===== config.mk =====
export PLATFORM = sky130hd
export DESIGN_NAME = instr_fetch_unit
export DESIGN_NICKNAME = d
export VERILOG_FILES = /design/src/rtl/instr_fetch_unit.sv
export SDC_FILE = /design/constraint.sdc
export NUM_CORES = 1
export LEC_CHECK = 0
export CORE_MARGIN = 5
export CORE_UTILIZATION = 60
export CTS_CLUSTER_DIAMETER = 100
export CTS_CLUSTER_SIZE = 12
export DETAILED_ROUTE_END_ITERATION = 7
export GPL_TIMING_DRIVEN = 1
export PLACE_DENSITY_LB_ADDON = 0.15
export SLEW_MARGIN = 20
export SYNTH_ARGS = -nofsm -noshare
export SYNTH_HDL_FRONTEND = slang
export SYNTH_SLANG_ARGS = --single-unit
export TNS_END_PERCENT = 20

===== constraint.sdc =====
create_clock -name clk -period 5.7 [get_ports clk]
set_input_delay 1.14 -clock clk [delete_from_list [all_inputs] [get_ports clk]]
set_output_delay 1.14 -clock clk [all_outputs]
set_load 0.005 [all_outputs]

===== src/rtl/instr_fetch_unit.sv =====
// instr_fetch_unit
// Fetch stage feeding the instruction decoder. Generates the PC, issues reads
// to a one-cycle-latency synchronous instruction memory, buffers returned
// words in a small prefetch FIFO and hands them to the decoder with a
// valid/ready handshake. A redirect from execute flushes everything buffered
// or in flight and restarts fetch at the new address.
//
// Optional feature macro: IFU_STATIC_PREDICT_EN
//   When defined, backward branches seen on the response path are predicted
//   taken and fetch jumps to the branch target immediately.

module instr_fetch_unit #(
    parameter int unsigned DEPTH    = 4,
    parameter logic [31:0] RESET_PC = 32'h0000_0000
) (
    input  logic        clk,
    input  logic        rst_n,
    input  logic        fetch_en,
    output logic        imem_req,
    output logic [31:0] imem_addr,
    input  logic [31:0] imem_rdata,
    input  logic        redirect_valid,
    input  logic [31:0] redirect_pc,
    output logic        instr_valid,
    input  logic        instr_ready,
    output logic [31:0] instr,
    output logic [31:0] instr_pc
);

    // Pointer width indexes DEPTH entries; count needs one more bit to hold DEPTH.
    localparam int PW = $clog2(DEPTH);
    localparam int CW = PW + 1;
    localparam logic [CW:0] DEPTH_OCC = (CW + 1)'(DEPTH);

    typedef enum logic {
        IDLE = 1'b0,
        RUN  = 1'b1
    } state_t;

    state_t         state_q, state_d;
    logic [31:0]    pc_q, pc_d;
    logic [31:0]    req_pc_q, req_pc_d;
    logic           inflight_q, inflight_d;
    logic           killed_q, killed_d;
    logic [CW-1:0]  count_q, count_d;
    logic [PW-1:0]  wr_ptr_q, wr_ptr_d;
    logic [PW-1:0]  rd_ptr_q, rd_ptr_d;

    logic [31:0]    mem_pc_q   [DEPTH];
    logic [31:0]    mem_data_q [DEPTH];

    logic [CW:0]    occupancy;
    logic           issue;
    logic           push;
    logic           pop;
    logic           predict_hit;

`ifdef IFU_STATIC_PREDICT_EN
    logic [31:0]    predict_target;
`endif

    // Entries already buffered plus the one that may still be returning;
    // issuing only below DEPTH guarantees every response finds a free slot.
    always_comb begin
        occupancy = {1'b0, count_q} + {{CW{1'b0}}, inflight_q};
    end

    // Control FSM state register.
    always_ff @(posedge clk or negedge rst_n) begin
        if (!rst_n) begin
            state_q <= IDLE;
        end else begin
            state_q <= state_d;
        end
    end

    // Next state follows fetch_en; request strobe only while running and not redirecting.
    always_comb begin
        state_d  = state_q;
        imem_req = 1'b0;
        case (state_q)
            IDLE: begin
                if (fetch_en) begin
                    state_d = RUN;
                end
            end
            RUN: begin
                if (!fetch_en) begin
                    state_d = IDLE;
                end
                imem_req = (occupancy < DEPTH_OCC) && !redirect_valid;
            end
            default: begin
                state_d = IDLE;
            end
        endcase
    end

    // Handshake qualifiers; a redirect suppresses both push and pop because it flushes anyway.
    always_comb begin
        issue       = imem_req;
        push        = inflight_q && !killed_q && !redirect_valid;
        instr_valid = (count_q != '0);
        pop         = instr_valid && instr_ready && !redirect_valid;
    end

`ifdef IFU_STATIC_PREDICT_EN
    // Backward branch (opcode bits 27:26 = 10 with negative offset) is predicted taken.
    always_comb begin
        predict_hit    = push && (imem_rdata[27:26] == 2'b10) && imem_rdata[23];
        predict_target = req_pc_q + 32'd8 + {{6{imem_rdata[23]}}, imem_rdata[23:0], 2'b00};
    end
`else
    // Without prediction fetch is purely sequential between redirects.
    always_comb begin
        predict_hit = 1'b0;
    end
`endif

    // PC and in-flight bookkeeping: redirect beats prediction beats sequential advance.
    always_comb begin
        pc_d       = pc_q;
        req_pc_d   = req_pc_q;
        inflight_d = issue;
        killed_d   = issue && predict_hit;
        if (issue) begin
            req_pc_d = pc_q;
        end
        if (redirect_valid) begin
            pc_d = redirect_pc & ~32'h3;
`ifdef IFU_STATIC_PREDICT_EN
        end else if (predict_hit) begin
            pc_d = predict_target;
`endif
        end else if (issue) begin
            pc_d = pc_q + 32'd4;
        end
    end

    // FIFO occupancy and pointers; simultaneous push and pop leave count unchanged.
    always_comb begin
        count_d  = count_q;
        wr_ptr_d = wr_ptr_q;
        rd_ptr_d = rd_ptr_q;
        if (redirect_valid) begin
            count_d  = '0;
            wr_ptr_d = '0;
            rd_ptr_d = '0;
        end else begin
            if (push) begin
                wr_ptr_d = wr_ptr_q + PW'(1);
            end
            if (pop) begin
                rd_ptr_d = rd_ptr_q + PW'(1);
            end
            case ({push, pop})
                2'b10:   count_d = count_q + CW'(1);
                2'b01:   count_d = count_q - CW'(1);
                default: count_d = count_q;
            endcase
        end
    end

    // Fetch-side registers.
    always_ff @(posedge clk or negedge rst_n) begin
        if (!rst_n) begin
            pc_q       <= RESET_PC & ~32'h3;
            req_pc_q   <= '0;
            inflight_q <= 1'b0;
            killed_q   <= 1'b0;
            count_q    <= '0;
            wr_ptr_q   <= '0;
            rd_ptr_q   <= '0;
        end else begin
            pc_q       <= pc_d;
            req_pc_q   <= req_pc_d;
            inflight_q <= inflight_d;
            killed_q   <= killed_d;
            count_q    <= count_d;
            wr_ptr_q   <= wr_ptr_d;
            rd_ptr_q   <= rd_ptr_d;
        end
    end

    // FIFO storage; cleared on reset so the head reads as zero until first fill.
    always_ff @(posedge clk or negedge rst_n) begin
        if (!rst_n) begin
            for (int i = 0; i < int'(DEPTH); i++) begin
                mem_pc_q[i]   <= '0;
                mem_data_q[i] <= '0;
            end
        end else if (push) begin
            mem_pc_q[wr_ptr_q]   <= req_pc_q;
            mem_data_q[wr_ptr_q] <= imem_rdata;
        end
    end

    // Head outputs come straight from registered storage, independent of instr_ready.
    always_comb begin
        imem_addr = pc_q;
        instr     = mem_data_q[rd_ptr_q];
        instr_pc  = mem_pc_q[rd_ptr_q];
    end

endmodule


==> metrics, run 1 <==
HP Class=reg -> reg; post-synth top area cell=dfrtp_1; Placer Congestion=0.832; Synth top area share=56.3%; fin. max-slew vios=0; Finished Layout Cells=1445; Hold-fix buffers, CTS=0; Lkg Pwr=7.71 nW; dpl cells=1411; Mapped Cells=983; Final setup viols=0; DRT iter0 DRCs=460; CP max-delay cell=dfrtp_4; Root Buffer=clkbuf_16; Filler Cells Inserted=1626; I/O Buffers=160; final net count=1200; Remaining Overflow, GRT=0; power per cell area=448 nW/µm²; n_diodes=0; Synth Warn #=0; die footprint=26700 µm²; Routed WL per cell=19.7 µm; Max Cap Viol=0; core area=23300 µm²; fmax=242 MHz; DRC=0; Clock Latency Late Sink=0.54 ns; io pins=167; slowest stage delay, CP=0.94 ns; WP data arrival=2.99 ns; vias per inst=5.86; Distinct cells, synth=52; post-CTS setup buffer count=0; Post-synth EDFFs=0; worst path cell trace=buf_4, mux4_2, clkdlybuf4s50_1; detailed-route wire length=28500 µm; Startpoint Class=flop; Initial Utilization=60.4%; DR pass1 iterations=5; critical path class=reg -> out; area grow syn2layout=18.6%; footprint of the multi-input gates=5860 µm²; first-pass GRT wire length=47500 µm; Core Rows=56; Synth area leaders=dfrtp_1 (56%), mux2_1 (10%), mux4_2 (9.9%); WP buf/inv=2; Async SR Flop Fraction=100%; vias in the first global route=8850; Final ANT Viol Nets=0; Max FO, Critical Path=37; family with the most delay on the worst path=flip-flops; Synth Register Bits=317; outcome=finished clean; CTS resizes=0; Setup Skew=0.00836 ns; Max-slew headroom=30.2%; Total GRT Usage=22.1%; sequential cell area fraction in the yosys report=56.3%; H-Tree Depth=1; Syn Area/Cell=14.3 µm²; via count=8473; Synth Cell Area=14100 µm²; share of cells above drive strength 1=21.9%; RSZ-0062 raised after global routing=false; Top FF cell, synth=dfrtp_1; Worst Tran Pin Value=1.05 ns; crit share post-route=72.5%; critical path endpoint category=output port; Worst Path Required=4.56 ns; Worst VDD drop=0.251 mV; Detail Placement HPWL=17300 µm; CTS Buf Count=30; chip width=163 µm; CTS sink count=317; clk buf depth=3; WHS=0.484 ns; Hold Violations, Final=0; initial antenna violation count=0; Reg area=7940 µm²; crit path time final=4.13 ns; Setup TNS=0 ns; TritonCTS clock tree=yes; largest net degree at the start of global routing=138; Die H=163 µm; Clk pin slew, worst setup/hold paths=0.06 ns
worst reg2reg max path: stages (launching register included):
cell and delay [ns]:
dfrtp_1 0.50, nor2b_1 0.65, nand2_4 0.74, mux2_1 0.60
synthesized netlist by cell type, types with 3 or more instances:
cell type and number:
buf_4 4, a311o_1 4, nand2_1 114, mux2_1 126
a31oi_1 3, mux2i_1 3, nand2_2 4, o21ai_0 21
ha_1 5, buf_2 45, or3_1 3, nor2b_1 6
xor2_1 4, mux2_2 123, inv_1 6, a21oi_1 4
mux4_2 62, dfrtp_1 317, and3_1 8, nor2_1 15
nand3_1 20, nand4_1 6, o211ai_1 11, nand3b_1 3
nor3_1 4, o311ai_1 9, and4_1 3, xnor2_1 3
clkbuf_1 13
kinds of logic (layout without fill, tap and decap cells):
| family | Yosys count | after routing | share of synthesized area, % |
|---|---|---|---|
| adders and majority gates | 6 | 6 | 0.586 |
| AOI/OAI and AO/OA | 64 | 64 | 3.26 |
| DFF | 317 | 317 | 56.3 |
| xor gates and xnor gates | 7 | 7 | 0.435 |
| buffers and inverters | 71 | 211 | 2.40 |
| and+or+nand+nor | 203 | 203 | 7.02 |
| muxes | 314 | 314 | 30.0 |
| other | 1 | 4 | 0.0266 |
registers in the layout (all words and copies together) (netlist names), 2 cells and up:
name	flops
count_q	3
imem_addr	30
req_pc_q	30
mem_data_q	128
mem_pc_q	120
rd_ptr_q	2
wr_ptr_q	2
per-stage QoR:
step	total power [mW]	setup slack (ns)	area, µm²	utilization, %
final	7.50	1.57	16700	71.7
after global routing	7.97	1.35	16700	71.7
after CTS	7.61	1.47	16700	71.6
after detailed placement	5.86	2.07	15900	68.2
after global placement	5.78	2.05	15900	68.2
after floorplan	4.66	2.64	14100	-
cells in the final DEF, fill, tap and decap left out, drive strengths merged, types with 4 or more instances in the layout:
| cell | count |
|---|---|
| dfrtp | 317 |
| xor2 | 4 |
| o211ai | 11 |
| clkdlybuf4s50 | 158 |
| nor3 | 7 |
| nor2b | 6 |
| a311o | 4 |
| nand2 | 118 |
| nor2 | 17 |
| nand4 | 8 |
| inv | 8 |
| nand3 | 22 |
| and3 | 8 |
| o311ai | 9 |
| conb | 4 |
| buf | 13 |
| clkbuf | 32 |
| mux2 | 249 |
| o21ai | 21 |
| ha | 5 |
| mux4 | 62 |
| a21oi | 4 |
layout make-up:
cell class | count | area share, %
sequential | 317 | 47.5
multi-input combinational | 598 | 35.0
timing repair buffer | 171 | 10.3
clock buffer | 32 | 4.66
tap | 319 | 2.39
inverter | 7 | 0.157
clock inverter | 1 | 0.0524
where the power goes:
| part | switching, mW | internal (mW) |
|---|---|---|
| Combinational | 0.784 | 1.57 |
| Sequential | 0.522 | 2.91 |
| Clock | 0.766 | 0.952 |
| Total | 2.07 | 5.43 |
routing by layer:
layer | wire length (µm) | track usage, %
met1 | 13000 | 33.4
met2 | 13600 | 34.7
met3 | 1610 | 3.79
met4 | 343 | 4.16
met5 | 0 | 0
path summary, 6_finish.rpt:
kind,startpoint,slack [ns],cells past startpoint,to
max reg2reg,inflight_q,3.09,3,mem_pc_q[100]
min reg2reg,mem_pc_q[35],0.48,1,mem_pc_q[35]
min,mem_pc_q[35],0.48,1,mem_pc_q[35]
max in group asynchronous,rst_n,3.84,3,req_pc_q[5]
min in group asynchronous,rst_n,0.55,1,mem_data_q[103]
max,rd_ptr_q[0],1.57,3,instr[20]
(Power assumes the default switching activity.)
==> run 2: changes to the inputs <==
- CORE_UTILIZATION: 60 -> 56
- clock period: 5.7 -> 4.1 ns (I/O delays scaled with it)
==> run 2 against run 1 <==
Final cell count is 1.1% higher. Combinational power grew 44%. Setup slack got worse by 0.95 ns. Sequential power rose by 37%. Via count grew 1.0%. Worst hold slack worse by 0.12 ns. Non-clock buffer count is 5 higher. Die area up 6.7%. Utilization down 4.4 points. Count of clock-buffer cells in the layout did not move. Largest power group unchanged.
==> metrics, run 2 (synthesis gave the netlist of run 1 again) <==
outcome=finished clean; Largest Register=mem_data_q; largest net degree at the start of global routing=107 (-22%); Routed WL per cell=20.2 µm (+2.5%); commonest cells after routing, fill and taps aside=dfrtp_1 (315), clkdlybuf4s50_1 (158), mux2_1 (126), mux2_2 (123), nand2_1 (114); via count=8558 (+1.0%); Hold-fix buffers, CTS=0 (unchanged); Max FO, Critical Path=21 (-43%); Clock Latency Late Sink=0.54 ns (about the same); reg2reg start=inflight_q; RSZ-0062 raised after global routing=false; Die H=169 µm (+3.3%); critical path class=reg -> out; power per cell area=624 nW/µm² (+39%); vias per inst=5.86 (-0.10%); clk buf depth=3 (unchanged); first-pass GRT wire length=49500 µm (+4.3%); reg2reg end=mem_pc_q[48]; Root Buffer=clkbuf_16; CTS Buf Count=30 (unchanged); Clk pin slew, worst setup/hold paths=0.06 ns (about the same); vias in the first global route=9184 (+3.8%); initial antenna violation count=0 (unchanged); Hold Violations, Final=0 (unchanged); core area=25000 µm² (+7.0%); Remaining Overflow, GRT=0 (unchanged); final net count=1205 (+0.42%); Setup Skew=0.0112 ns (+0.00282 ns); final core occ=67.3% (-4.4 points); crit share post-route=85.0%; Max-slew headroom=33.0% (+2.8 points); WHS=0.363 ns (-0.121 ns); Design Area, Final=16800 µm² (+0.41%); Lkg Pwr=7.73 nW (+0.34%); area grow syn2layout=19.1%; CTS resizes=0 (unchanged); DP Area=16000 µm² (+0.61%); number of flip-flops in the largest register=128 (unchanged); Final Power=10.5 mW (+40%); io pins=167 (unchanged); TritonCTS clock tree=yes; H-Tree Depth=1 (unchanged); chip width=169 µm (+3.3%); detailed-route wire length=29500 µm (+3.6%); DR pass1 iterations=4 (-1); Worst Path Required=3.28 ns (-1.28 ns); worst reg2reg setup slack=1.47 ns (-1.62 ns); I/O Buffers=160 (unchanged); Final ANT Viol Nets=0 (unchanged); Detail Placement HPWL=18700 µm (+7.8%); critical path endpoint category=output port; n_diodes=0 (unchanged); WP data arrival=2.67 ns (-0.32 ns); Total GRT Usage=21.2% (-0.85 points); DRC=0 (unchanged); share of cells above drive strength 1=22.3% (+0.35 points); most common cell after layout, fill and taps aside=dfrtp_1; Max Cap Viol=0 (unchanged); Setup TNS=0 ns (unchanged); HP Class=in -> async; Placer Congestion=0.826 (-0.76%); DRT iter0 DRCs=488 (+6.1%); Startpoint Class=flop; die footprint=28400 µm² (+6.7%); fin. max-slew vios=0 (unchanged); crit path launch=rd_ptr_q[0]; Initial Utilization=56.5% (-3.9 points); Worst Reg-to-Reg Cells=4 (+1); Worst VDD drop=0.399 mV (+59%); biggest regs=mem_data_q (128), mem_pc_q (120); post-CTS setup buffer count=0 (unchanged); Core Rows=58 (+3.6%); Final setup viols=0 (unchanged); CTS sink count=317 (unchanged); crit path time final=3.49 ns; fmax=287 MHz; Worst Tran Pin Value=1.00 ns (-0.0461 ns)
run 2: routing by layer:
metal,global-route usage [%],wire length [µm],vias to the layer above
met5,0,0,-
met4,3.92,444,0
met3,3.78,1470,32
met2,33.8,14200,216
met1,31.5,13400,4454
li1,-,-,3856
run 2: worst max-delay path by stage:
stage,endpoint,cells after the start,slack [ns]
floorplan,count_q[2],9,1.36
global placement,mem_pc_q[36],5,1.05
detailed placement,mem_pc_q[40],5,0.99
CTS,instr_pc[19],3,0.53
global route,instr_pc[5],3,0.46
finish,instr_pc[19],3,0.61
run 2: area by class of cell:
type | instances | area, µm²
fillers | 1803 | 8170
flip-flops and latches | 317 | 7940
multi-input cells | 598 | 5860
repair buffers | 176 | 1770
clock buffers | 32 | 779
well taps | 330 | 413
inverters | 7 | 26.3
clock inverters | 1 | 8.76
run 2: critical path, stage by stage (launching register included):
cell and delay (ns):
dfrtp_4 0.56, buf_4 0.45, mux4_2 0.57, clkdlybuf4s50_1 0.53
run 2: metrics by stage:
step	worst slack, ns	instances
6_report	0.613	1461
5_1_grt	0.464	1461
4_1_cts	0.529	1461
3_5_place_dp	0.989	1428
3_3_place_gp	1.05	1428
2_1_floorplan	1.36	986
run 2: report_power, final:
group          total (mW)  switching (mW)  leakage [nW]  internal [mW]
sequential           4.70           0.658          4.13           4.04
clock                2.39            1.07         0.388           1.32
combinational        3.38            1.19          3.21           2.19
==> RTL edit, RTL diff (flow settings as in run 2) <==
`DEPTH`: 4 -> 8.
--- a/src/rtl/instr_fetch_unit.sv
+++ b/src/rtl/instr_fetch_unit.sv
@@ -10,7 +10,7 @@
 //   taken and fetch jumps to the branch target immediately.
 
 module instr_fetch_unit #(
-    parameter int unsigned DEPTH    = 4,
+    parameter int unsigned DEPTH    = 8,
     parameter logic [31:0] RESET_PC = 32'h0000_0000
 ) (
     input  logic        clk,
Formal check against the unedited RTL: same outputs for any inputs over 4 cycles, from zero or initial values and one cycle with rst_n low; that may be too few to reach the edited logic, so the function may still have changed.
==> RTL edit against run 2 <==
Area after synthesis is 81% higher. Global-route usage up 1.0 points. Largest power group unchanged. Highest routed layer is now met5. Critical path depth increased by 1. Final area up 75%. Count of clock-buffer cells in the layout is 24 higher. Sequential cell count rose by 251. Total power grew 54%. Routed wire length up 85%. Worst setup slack lost 0.37 ns.
==> RTL edit: results (changes against run 2) <==
GRT
  • First-pass GRT wire length: 88,600 um (+79%)
  • Vias in the first global route: 15,700 (+71%)
  • Pin count of the biggest net entering global routing: 148 (+38%)
  • Initial antenna violation count: 1 (+1)
  • Global-route usage over all layers: 0.222 (+0.00998)

Placement
  • DP Worst Slack: 0.619 ns (-0.370 ns)
  • Placed inst area: 28,000 um^2 (+75%)
  • Placed insts: 2,306 (+61%)
  • Port buffer count: 160 (unchanged)
  • DP Wirelength: 32,500 um (+74%)
  • Routability cong.: 0.804 (-2.6%)

Run status
  • Outcome: completed

Logic synthesis
  • Synth cell types: 50 (-3.8%)
  • Yosys Warn Count: 0 (unchanged)
  • Post-synthesis area per instance: 15.7 um^2 (+9.8%)
  • Most frequent cells after synthesis: dfrtp_1 (568), mux2_1 (524), mux4_2 (124)
  • Fraction of registers with async set/reset: 1.00 (unchanged)
  • Largest cells by area after synthesis: dfrtp_1 (56%), mux2_1 (23%), mux4_2 (11%)
  • Seq/Total Area, Yosys: 0.556 (-0.00663)

Worst hold path
  • HP Class: in -> async

Timing
  • Sum of negative setup slack: 0 ns (unchanged)
  • Final Skew: 0.0236 ns (+0.0124 ns)
  • Worst slew margin: 0.459 (+0.129)

Setup path
  • CP peak stage delay: 0.75 ns (+0.18 ns)
  • Reg-to-reg startpoint: count_q[0]
  • CP max stage cell: dfrtp_4
  • R2R cell count: 7 (+3)
  • Crit. Startpoint: rd_ptr_q[0]
  • WP data arrival: 3.04 ns (+0.37 ns)
  • CP delay by family, top: buffers and inverters
  • Crit Path Max Fanout: 21 (unchanged)

CTS
  • Setup Buffers After CTS: 0 (unchanged)
  • CTS clk-pin slew, worst paths: 0.06 ns (about the same)
  • Clk Latency, worst-skew pair: 0.60 ns (+0.06 ns)
  • TritonCTS buffer count: 53 (+77%)
  • CTS H-tree depth: 2 (+1)

Final layout
  • Biggest regs: mem_data_q x256, mem_pc_q x240
  • Fillers: 3,259 (+81%)
  • Final #Nets: 1,836 (+52%)
  • Layout cells sized above 1: 0.168 (-0.0550)
  • Non-Filler Instances: 2,364 (+62%)

Routing
  • DRT Wirelength: 54,600 um (+85%)
  • First-pass DRT Iterations: 6 (+2)
  • Vias per cell: 6.10 (+4.1%)
  • DRT iter0 DRCs: 801 (+64%)

Pwr
  • Worst vdd ir: 0.000355 V (-11%)
  • Pwr dens: 549 nW/um^2 (-12%)
  • Leakage power: 13.7 nW (+77%)

Floorplanning
  • DIE WIDTH: 224 um (+33%)
-- RTL edit: power breakdown --
group	total (mW)	switching, mW	internal (mW)
clock network	4.30	1.95	2.35
registers	7.51	0.895	6.61
logic	4.31	1.56	2.74
total	16.1	4.41	11.7
-- RTL edit: worst paths after layout --
kind | to | slack [ns]
setup reg to reg | count_q[3] | 1.39
setup / recovery | instr_pc[26] | 0.24
max in group asynchronous | mem_pc_q[202] | 2.71
min in group clk | mem_pc_q[50] | 0.48
hold / removal | mem_data_q[1] | 0.20
hold reg to reg | mem_pc_q[50] | 0.48
-- RTL edit: layer usage --
layer / track usage / share of wire / wire length (um)
met5: 0 / 0.00024 / 13
met4: 0.0462 / 0.015 / 821
met3: 0.0381 / 0.042 / 2280
met2: 0.361 / 0.48 / 26200
met1: 0.323 / 0.46 / 25300
-- RTL edit: layout make-up --
class / count / area share
multi-input combinational: 938 / 0.370
tap: 600 / 0.0256
sequential: 568 / 0.484
timing repair buffer: 194 / 0.0715
inverter: 6 / 0.000767
clock buffer: 56 / 0.0470
clock inverter: 2 / 0.000596
-- RTL edit: kinds of logic after synthesis --
kind of cell / after synthesis / synth area share
flip-flops: 568 / 0.556
adder cells (fa/ha/maj): 6 / 0.00323
other: 1 / 0.000147
AO/OA/AOI/OAI: 49 / 0.0133
buffers and inverters: 120 / 0.0201
AND/OR/NAND/NOR: 147 / 0.0316
multiplexers: 719 / 0.371
XOR/XNOR: 13 / 0.00445
-- RTL edit: worst register-to-register path, delay by kind of cell (launching register included) --
family                     cells  cell delay (ns)
muxes                          2             0.55
AOI/OAI and AO/OA              3             1.04
adders and majority gates      1             0.33
DFF                            1             0.47
and+or+nand+nor                1             0.21
